[config.mk]
export PLATFORM = sky130hd
export DESIGN_NAME = awp_strob_seq
export DESIGN_NICKNAME = d
export VERILOG_FILES = /design/src/rtl/awp_strob_seq.sv
export SDC_FILE = /design/constraint.sdc
export NUM_CORES = 1
export LEC_CHECK = 0
export ABC_AREA = 1
export CAP_MARGIN = 20
export CORE_MARGIN = 5
export CORE_UTILIZATION = 52
export DETAILED_ROUTE_END_ITERATION = 12
export PLACE_DENSITY = 0.87
export SLEW_MARGIN = 20
export SYNTH_ARGS = -nofsm -noshare
export SYNTH_HDL_FRONTEND = slang
export SYNTH_SLANG_ARGS = --single-unit
[constraint.sdc]
create_clock -name clk_sys -period 5.6 [get_ports clk_sys]
set_clock_uncertainty 0.2 [all_clocks]
set_input_delay 1.12 -clock clk_sys [delete_from_list [all_inputs] [get_ports clk_sys]]
set_output_delay 1.12 -clock clk_sys [all_outputs]
set_load 0.01 [all_outputs]
[src/rtl/awp_strob_seq.sv]
// awp_strob_seq: strobe sequencer for the AWP control path.
// Converts a job-start pulse into a repeating strob1 / strob1b / strob2 /
// strob2b / got cycle. It selects the strob1 length from the delay-path lines,
// runs the memory-read handshake toward the CPU interface and supports
// single-step operation. All outputs are registered and are decoded from the
// state the FSM is about to enter.
module awp_strob_seq #(
    parameter int unsigned LEN_S2 = 2
) (
    input  logic clk_sys,
    input  logic rst,
    input  logic start,
    input  logic halt,
    input  logic dp2,
    input  logic dp5,
    input  logic dp6,
    input  logic dp8,
    input  logic f1,
    input  logic zw,
    input  logic oken,
    input  logic di,
    input  logic mode,
    input  logic step,
    output logic strob1,
    output logic strob1b,
    output logic strob2,
    output logic strob2b,
    output logic ldstate,
    output logic got,
    output logic sr_fp,
    output logic busy
);

    typedef enum logic [3:0] {
        ST_IDLE,
        ST_S1,
        ST_S1B,
        ST_MREQ,
        ST_MWAIT,
        ST_S2,
        ST_S2B,
        ST_GOT,
        ST_STEPW
    } state_t;

    // The phase counter holds "cycles remaining minus one", so it is loaded
    // with length-1 on entry and the phase ends when it reads zero.
    localparam logic [3:0] S2_LAST = 4'(LEN_S2 - 1);

    state_t     r_state;
    logic [3:0] r_cnt;
    logic       r_halt_seen;
    logic       r_step_q;
    logic       r_strob1;
    logic       r_strob1b;
    logic       r_strob2;
    logic       r_strob2b;
    logic       r_got;
    logic       r_sr_fp;
    logic       r_busy;

    state_t     w_next;
    logic [3:0] w_s1_last;
    logic       w_step_rise;
    logic       w_halt_any;
    logic       w_s1_entry;
    logic       w_s2_entry;

    assign w_step_rise = step & ~r_step_q;
    assign w_halt_any  = halt | r_halt_seen;
    assign w_s1_entry  = (w_next == ST_S1) && (r_state != ST_S1);
    assign w_s2_entry  = (w_next == ST_S2) && (r_state != ST_S2);

    // Delay-path priority decode: dp8 > dp6 > dp5 > dp2, default 2 cycles.
    always_comb begin
        if (dp8)      w_s1_last = 4'd7;
        else if (dp6) w_s1_last = 4'd5;
        else if (dp5) w_s1_last = 4'd4;
        else          w_s1_last = 4'd1;
    end

    // Next-state decision for the phase loop, handshake and step wait.
    always_comb begin
        // NOTE: assigning a default before the case gives every path a value, so no latch is inferred.
        w_next = r_state;
        case (r_state)
            ST_IDLE:  if (start) w_next = ST_S1;
            ST_S1:    if (r_cnt == 4'd0) w_next = ST_S1B;
            ST_S1B:   w_next = f1 ? ST_MREQ : ST_S2;
            ST_MREQ: begin
                if (di)      w_next = ST_GOT;
                else if (zw) w_next = ST_MWAIT;
            end
            ST_MWAIT: begin
                if (di)        w_next = ST_GOT;
                else if (oken) w_next = ST_S2;
            end
            ST_S2:    if (r_cnt == 4'd0) w_next = ST_S2B;
            ST_S2B:   w_next = ST_GOT;
            ST_GOT: begin
                if (w_halt_any) w_next = ST_IDLE;
                else if (mode)  w_next = ST_STEPW;
                else            w_next = ST_S1;
            end
            ST_STEPW: begin
                if (halt)             w_next = ST_IDLE;
                else if (w_step_rise) w_next = ST_S1;
            end
            default:  w_next = ST_IDLE;
        endcase
    end

    // State, phase counter, sticky halt, step edge register and registered outputs.
    always_ff @(posedge clk_sys) begin
        if (rst) begin
            r_state     <= ST_IDLE;
            r_cnt       <= 4'd0;
            r_halt_seen <= 1'b0;
            r_step_q    <= 1'b0;
            r_strob1    <= 1'b0;
            r_strob1b   <= 1'b0;
            r_strob2    <= 1'b0;
            r_strob2b   <= 1'b0;
            r_got       <= 1'b0;
            r_sr_fp     <= 1'b0;
            r_busy      <= 1'b0;
        end else begin
            // NOTE: non-blocking assignments make every register here update from pre-edge values.
            r_state  <= w_next;
            r_step_q <= step;

            if (w_s1_entry)          r_cnt <= w_s1_last;
            else if (w_s2_entry)     r_cnt <= S2_LAST;
            else if (r_cnt != 4'd0)  r_cnt <= r_cnt - 4'd1;

            // A halt seen together with start still counts for the first cycle.
            if (r_state == ST_IDLE)     r_halt_seen <= start & halt;
            else if (r_state == ST_GOT) r_halt_seen <= 1'b0;
            else                        r_halt_seen <= r_halt_seen | halt;

            r_strob1  <= (w_next == ST_S1);
            r_strob1b <= (w_next == ST_S1B);
            r_strob2  <= (w_next == ST_S2);
            r_strob2b <= (w_next == ST_S2B);
            r_got     <= (w_next == ST_GOT);
            r_sr_fp   <= (w_next == ST_MREQ);
            r_busy    <= (w_next != ST_IDLE);
        end
    end

    assign strob1  = r_strob1;
    assign strob1b = r_strob1b;
    assign strob2  = r_strob2;
    assign strob2b = r_strob2b;
    assign ldstate = r_got;
    assign got     = r_got;
    assign sr_fp   = r_sr_fp;
    assign busy    = r_busy;

endmodule

Word level (Yosys, flattened, before mapping)
Cells that the tools add are included.
{"block": "word_totals", "out_inout_bits": 8, "input_bits": 14, "wordCells": 60, "register_bits": 17}
{"block": "op_classes", "addsub": 1, "n_eq_ne": 16, "n_bitwise": 4, "reduce_logical": 7, "n_mux": 21}
{"cell": "2-to-1 mux 4 bit", "count": 14}
{"cell": "one-hot mux 4 bit (9 select lines)", "count": 1}
{"cell": "== test 4 x 3 -> 1 bit (second input constant)", "count": 7}
{"cell": "== test 4 x 2 -> 1 bit (second input constant)", "count": 4}
{"cell": "2-to-1 mux 3 bit", "count": 4}
{"cell": "== test 4 x 1 -> 1 bit (second input constant)", "count": 2}
{"cell": "logical NOT 4 bit", "count": 2}
{"cell": "nonzero test 4 bit", "count": 2}
{"cell": "== test 4 bit (second input constant)", "count": 1}
{"cell": "inequality test 4 x 1 -> 1 bit (second input constant)", "count": 1}
{"cell": "inequality test 4 x 3 -> 1 bit (second input constant)", "count": 1}
{"cell": "subtractor 4 x 1 -> 4 bit (second input constant)", "count": 1}
{"cell": "nonzero test 3 bit", "count": 1}
{"cell": "AND 1 bit", "count": 2}
{"cell": "logical AND 1 bit", "count": 2}
{"cell": "2-to-1 mux 1 bit", "count": 2}
{"cell": "NOT 1 bit", "count": 1}
{"cell": "bitwise OR 1 bit", "count": 1}

Longest topological paths before layout
{"block": "logic_depth", "depth_word": 9, "depth_mapped": 13, "ltp_nobuf": 13}

Worst setup path before layout
Ideal clock, no wire load.
{"block": "synth_path", "path_type": "input to register", "start": "input port zw", "end": "register r_cnt[0]", "setup_ps": 111, "t_required_ps": 5289, "arrival_time_ps": 2097, "n_path_buf": 0, "cell_stages": 10, "setup_slack_ps": 3192, "cell_sequence": "inv_1 > nand3_1 > nand3_1 > nand3_2 > nor2_2 > nand4_4 > nand2_1 > nor2_1 > nor2_1 > nor2_1"}
{"block": "synth_via", "elab_chain_cells": 7, "elab_cells_between_ends": 10, "cone_classes": "eq/ne (2); mux (5); reduce/logical (3)"}
{"item": "from (decl)", "line": "19", "rtl": "input logic zw,"}
{"item": "2-to-1 mux 4 bit *", "line": "92", "rtl": "else if (zw) w_next = ST_MWAIT;"}
{"item": "2-to-1 mux 4 bit *", "line": "91", "rtl": "if (di) w_next = ST_GOT;"}
{"item": "one-hot mux 4 bit (9 select lines) *", "line": "86", "rtl": "case (r_state)"}
{"item": "== test 4 x 3 -> 1 bit", "line": "72", "rtl": "assign w_s2_entry = (w_next == ST_S2) && (r_state != ST_S2);"}
{"item": "logical AND 1 bit", "line": "72"}
{"item": "2-to-1 mux 4 bit", "line": "133", "rtl": "else if (w_s2_entry) r_cnt <= S2_LAST;"}
{"item": "2-to-1 mux 4 bit", "line": "132", "rtl": "if (w_s1_entry) r_cnt <= w_s1_last;"}
{"item": "to (signal assigned)", "line": "132"}
{"item": "to (signal assigned)", "line": "134", "rtl": "else if (r_cnt != 4'd0) r_cnt <= r_cnt - 4'd1;"}
{"item": "to (decl)", "line": "51", "rtl": "logic [3:0] r_cnt;"}
Mark *: on every way between the ends. The rest lies on a longest branch, timed or not.
A chain may end at the register's enable or synchronous reset.

Final worst setup path
{"block": "layout_path", "start": "input port di", "end": "register r_cnt[0]"}
{"block": "layout_via", "elab_chain_cells": 6, "elab_cells_between_ends": 10, "cone_classes": "eq/ne (2); mux (5); reduce/logical (3)"}
{"item": "from (decl)", "line": "21", "rtl": "input logic di,"}
{"item": "2-to-1 mux 4 bit, on equally long branches", "line": "95, 91"}
{"item": "one-hot mux 4 bit (9 select lines) *", "line": "86"}
{"item": "== test 4 x 3 -> 1 bit", "line": "72"}
{"item": "logical AND 1 bit", "line": "72"}
{"item": "2-to-1 mux 4 bit", "line": "133"}
{"item": "2-to-1 mux 4 bit", "line": "132"}
Marked as above.

==> metrics.yaml <==
synth_fp_nets: 163
synth_largest_area_cell: "dfxtp_1"
numCtsBuffers: 3
cts_setup_buffers: 0
antenna_cells: 0
syn2layout_area_growth_pct: 25.4
wl_per_cell_um: 11.7
pwr-share-comb_pct: 60.8
rsz0062_at_grt: "false"
initial_core_util_pct: 55.4
die_area_sq_mm: 0.00285
power_uw: 612
report.final.slew_viol_count: 0
cts_resized: 0
io_pins: 22
setup-violations-final: 0
setup.worst_path.end_class: "flop"
clock_sinks: 17
p_sw_uw: 295
num_vias: 999
r2r-end: "r_cnt[0]$_SDFFE_PP0P_"
worstSetupPathType: "primary input to flop"
powerDensity_mw_per_mm2: 500
p_seq_share_pct: 28.4
path_max_fanout: 7
critPathArrivalTime_ns: 2.73
rows: 15
clkTransAtPathRegs_ns: 0.10
grt_max_degree: 16
synth_ff_type: "dfxtp_1"
rrSetupSlack_ns: 3.48
synth_area_leaders: "dfxtp_1 (35%), nor2_1 (13%), nand2_1 (11%)"
cts_tree: "built"
hold_class: "flop to flop"
p_int_uw: 317
route.detailed.drc: 0
switching_share_pct: 48.1
start_kind: "primary input"
worstMarginPinSlew_ns: 0.538
fin_util_pct: 69.4
cap_violations: 0
stdcell_count: 195
timing.fmax_ghz: 0.366
core_sq_mm: 0.00176
avgSynthCellArea_sq_um: 6.60
period_share_pct: 48.8
async_flop_share_pct: 0
synthTopCellsByCount: "nor2_1 (33), nand2_1 (28), inv_1 (23)"
viasPerCell: 5.12
antenna_left: 0
fin_crit_ns: 2.73
drive_gt1_share_pct: 10.0
clk_latency_ns: 0.30
track_usage_pct: 18.7
synth_cells: 148
first_pass_iters: 4
wirelength_um: 2280
ir_drop_mv: 0.333
r2r_start: "r_cnt[0]$_SDFFE_PP0P_"
seq_area_frac_synth_pct: 34.8
synth-edff-count: 0
synth_seq_cells: 17
slew_headroom_pct: 64.0
crit_start: "di"
hold_violations: 0
portBuffers: 20
cts-root-buf: "clkbuf_4"
die_y_um: 53.4
grt_pass1_wl_um: 3730
yosysMostFrequentCell: "nor2_1"
clockBufferDepth: 2
antenna_found_initial: 0
grt_pass1_vias: 905
layout.nets: 186
overflow: 0
r2r_cells: 12
cts_hold_buf: 0
dp_hpwl_um: 1830
gp_congestion: 0.861
cts_max_level: 1
dp_cells: 191
synth_warnings: 0
ys_types: 22
outcome: "complete, no violations"
netlist.area_leader.share_pct: 34.8
synth_area_sq_um: 977
finalSetupTns_ns: 0
power_frac_clock_pct: 10.8
fp.dieW_um: 53.4
power_leakage_uw: 0.000587
worst_ep_required_time_ns: 5.60
crit_path_end: "r_cnt[0]$_SDFFE_PP0P_"
dr.first_iter.drc_count: 34
layout make-up:
type	count	area, sq um
sequential	17	340
inverter	25	93.8
tap	25	31.3
clock inverter	1	5.00
clock buffer	3	22.5
timing repair buffer	20	200
multi-input combinational	104	532
fill	165	539
per-layer routing:
layer  track usage (%)  part of all wire (%)  routed length [um]
met3              5.63                   6.7                 153
met1              20.6                    44                1000
met4              10.6                   2.0                  45
met5                 0                     0                   0
met2              31.4                    47                1080
per-stage QoR:
| stage | hold slack (ns) | cell area, sq um | setup slack (ns) |
|---|---|---|---|
| after floorplan | 0.348 | 977 | 3.19 |
| after global placement | 0.364 | 1200 | 2.62 |
| after detailed placement | 0.392 | 1200 | 2.57 |
| after CTS | 0.410 | 1220 | 2.89 |
| after global routing | 0.457 | 1220 | 2.75 |
| final | 0.406 | 1220 | 2.87 |
power by group through the flow:
| stage | clock [uW] | combinational, uW | sequential [uW] |
|---|---|---|---|
| after floorplan | 0 | 279 | 177 |
| after global placement | 0 | 355 | 174 |
| after detailed placement | 0 | 368 | 176 |
| after CTS | 67.2 | 371 | 173 |
| after global routing | 73.2 | 415 | 177 |
| final | 65.9 | 372 | 174 |
worst max-delay path, stage by stage:
cell,delay [ns]
clkdlybuf4s50_1,0.44
inv_1,0.09
nand3_1,0.07
nand3_1,0.09
nand3_2,0.17
nor2_2,0.24
nand4_4,0.17
nand2_1,0.13
nor2_1,0.06
nor2_1,0.10
nor2_1,0.05
layout by cell type, fill, tap and decap left out, types with 3 or more instances in the layout:
cell             count
nand4_1              3
nor2_1              33
nand3_2              3
nand3_1             17
clkbuf_4             3
inv_1               23
dfxtp_1             17
clkdlybuf4s50_1     20
nand2_1             28
nor4_1               3
cells by family after synthesis:
group           after synthesis  synth area share [%]
compound gates                5                  3.20
buf+inv                      27                  10.8
flops                        17                  34.8
xor+xnor                      2                  1.79
simple gates                 96                  48.1
fa+ha+maj                     1                  1.28
how the worst min path moves through the flow:
stage	startpoint	endpoint	slack (ns)	cells after the start
2_1_floorplan	r_cnt[3]$_SDFFE_PP0P_	r_cnt[3]$_SDFFE_PP0P_	0.35	2
3_3_place_gp	r_cnt[3]$_SDFFE_PP0P_	r_cnt[3]$_SDFFE_PP0P_	0.36	2
3_5_place_dp	r_cnt[3]$_SDFFE_PP0P_	r_cnt[3]$_SDFFE_PP0P_	0.39	2
4_1_cts	r_cnt[3]$_SDFFE_PP0P_	r_cnt[3]$_SDFFE_PP0P_	0.41	2
5_1_grt	r_cnt[3]$_SDFFE_PP0P_	r_cnt[3]$_SDFFE_PP0P_	0.46	2
6_report	r_cnt[3]$_SDFFE_PP0P_	r_cnt[3]$_SDFFE_PP0P_	0.41	2
registers in the layout, indices dropped and copies added (netlist names):
register	cells
busy	1
got	1
r_state	4
strob2	1
r_halt_seen	1
sr_fp	1
strob2b	1
r_step_q	1
strob1	1
strob1b	1
r_cnt	4
Note: power is estimated with default switching activity, not from simulation.
==> RTL change (same flow settings) <==
Re-encode `state_t` (9 states) as one-hot, 9 bits wide.
--- a/src/rtl/awp_strob_seq.sv
+++ b/src/rtl/awp_strob_seq.sv
@@ -31,16 +31,16 @@
     output logic busy
 );
 
-    typedef enum logic [3:0] {
-        ST_IDLE,
-        ST_S1,
-        ST_S1B,
-        ST_MREQ,
-        ST_MWAIT,
-        ST_S2,
-        ST_S2B,
-        ST_GOT,
-        ST_STEPW
+    typedef enum logic [8:0] {
+        ST_IDLE  = 9'b000000001,
+        ST_S1    = 9'b000000010,
+        ST_S1B   = 9'b000000100,
+        ST_MREQ  = 9'b000001000,
+        ST_MWAIT = 9'b000010000,
+        ST_S2    = 9'b000100000,
+        ST_S2B   = 9'b001000000,
+        ST_GOT   = 9'b010000000,
+        ST_STEPW = 9'b100000000
     } state_t;
 
     // The phase counter holds "cycles remaining minus one", so it is loaded
Behaviour: same outputs for any inputs over 10 cycles, from zero or initial values and one cycle with rst high; not proved beyond that.
==> RTL change against the unedited design <==
  * Routed wire length rose by 28%
  * Area after synthesis rose by 32%
  * Non-clock buffer count did not move
  * Power fell by 26%
  * Sequential cell count rose by 5
  * Design area rose by 27%
  * Setup slack improved by 0.19 ns
  * Synthesized cell count rose by 20%
  * Clock power rose by 88%
  * First-iteration DRC count rose by 15%
  * Critical path type is now flip-flop to output pin
  * Largest cell class unchanged
==> RTL change: results (changes against the unedited design) <==
* Maximum number of pins on one net before global-route repair at 15 (was 16)
* RD Place Congestion at 0.886 (was 0.861)
* Sequential cell area fraction in the yosys report at 0.340 (was 0.348)
* Violation count after the first detailed-route iteration at 39 (was 34)
* Count of unique library cells instantiated by Yosys at 34 (was 22)
* Leading cell types by count after synthesis: 23 x sky130_fd_sc_hd__inv_1, 22 x sky130_fd_sc_hd__dfxtp_1, 22 x sky130_fd_sc_hd__nand2_1 (was 33 x sky130_fd_sc_hd__nor2_1, 28 x sky130_fd_sc_hd__nand2_1, 23 x sky130_fd_sc_hd__inv_1)
* Number of vias after detailed routing at 1211 (was 999)
* Hold path endpoint: r_state[1] (was r_cnt[3])
* Clock insertion delay at the later pin of the skew report at 0.32 ns (was 0.30 ns)
* Post-Place Worst Slack at 2.77 ns (was 2.57 ns)
* First-pass GRT wire length at 5020 um (was 3730 um)
* Post-Route Hold Slack at 0.343 ns (was 0.406 ns)
* Crit-path leading delay family: buffers and inverters (was simple AND/OR/NAND/NOR gates)
* Peak supply drop at 170 uV (was 333 uV)
* Number of cells on the worst reg-to-reg path at 9 (was 12)
* Peak clock frequency supported by timing at 394 MHz (was 366 MHz)
* Routed Wire Length at 2920 um (was 2280 um)
* Buffer count from post-CTS setup fixing at 0 (unchanged)
* Crit path max fanout at 2 (was 7)
* Worst R2R End: r_cnt[1] (was r_cnt[0])
* Signal arrival time at the worst endpoint at 1.22 ns (was 2.73 ns)
* Worst-path clk slew at 0.14 ns (was 0.10 ns)
* Drt first pass iters at 4 (unchanged)
* Start point of the worst min-delay path: r_state[1] (was r_cnt[3])
* Share of layout cells above drive strength 1 at 0.212 (was 0.100)
* Overall track demand over capacity in global routing at 0.180 (was 0.187)
* Leakage at 0.705 nW (was 0.587 nW)
* Post-detailed-placement cell area at 1510 um2 (was 1200 um2)
* Worst Hold Class: flip-flop to flip-flop (unchanged)
* Result of the run: completed (unchanged)
* Top Registers: r_state x9, r_cnt x4 (was r_cnt x4, r_state x4)
* Synth top area cells: sky130_fd_sc_hd__dfxtp_1 34%, sky130_fd_sc_hd__inv_1 6.7%, sky130_fd_sc_hd__nand2_1 6.4% (was sky130_fd_sc_hd__dfxtp_1 35%, sky130_fd_sc_hd__nor2_1 13%, sky130_fd_sc_hd__nand2_1 11%)
* Syn nets at 192 (was 163)
* Worst slew pin tran at 0.560 ns (was 0.538 ns)
* Setup slack on the worst flop-to-flop path at 3.83 ns (was 3.48 ns)
* Post-layout nets at 214 (was 186)
* Number of global-route vias before repair at 1207 (was 905)
[RTL change: cell count changes after synthesis, moves of 3 or more]
cell and delta:
sky130_fd_sc_hd__a21oi_1 +13, sky130_fd_sc_hd__dfxtp_1 +5, sky130_fd_sc_hd__inv_2 +8, sky130_fd_sc_hd__nand2_1 -6
sky130_fd_sc_hd__nand3_1 -4, sky130_fd_sc_hd__nor2_1 -14, sky130_fd_sc_hd__nor2_2 +7, sky130_fd_sc_hd__nor4_1 -3
sky130_fd_sc_hd__o21ai_0 +3
[RTL change: logic make-up after synthesis]
family / synth area share
flops: 0.340
compound gates: 0.114
simple gates: 0.409
xor+xnor: 0.0135
fa+ha+maj: 0.00967
buf+inv: 0.113
[RTL change: area by class of cell]
cell class                      count  area [um2]
Clock buffer                        3        22.5
Inverter                           33         124
Multi-Input combinational cell    119         707
Sequential cell                    22         440
Fill cell                         227         871
Timing Repair Buffer               20         200
Clock inverter                      1        30.0
Tap cell                           30        37.5
[RTL change: routing by layer]
layer / track usage / vias up / wire [um]
li1: - / 615 / -
met1: 0.227 / 558 / 1270
met2: 0.304 / 32 / 1440
met3: 0.0216 / 6 / 137
met4: 0.0823 / 0 / 65
met5: 0 / - / 0
[RTL change: how the worst max path moves through the flow]
stage	start	endpoint
after floorplan	halt	r_cnt[0]
after global placement	halt	r_cnt[0]
after CTS	got	got
after global routing	halt	r_cnt[0]
final	got	got
after detailed placement	halt	r_cnt[0]
[RTL change: through the flow]
stage / std cells / total power, mW
final: 228 / 0.454
after global routing: 228 / 0.481
after CTS: 228 / 0.455
after detailed placement: 224 / 0.331
after global placement: 224 / 0.326
after floorplan: 177 / 0.294
[RTL change: power by group]
part,internal [mW],switching [mW]
combinational,0.0578,0.0875
clock,0.0724,0.0518
sequential,0.174,0.0106
total,0.304,0.150
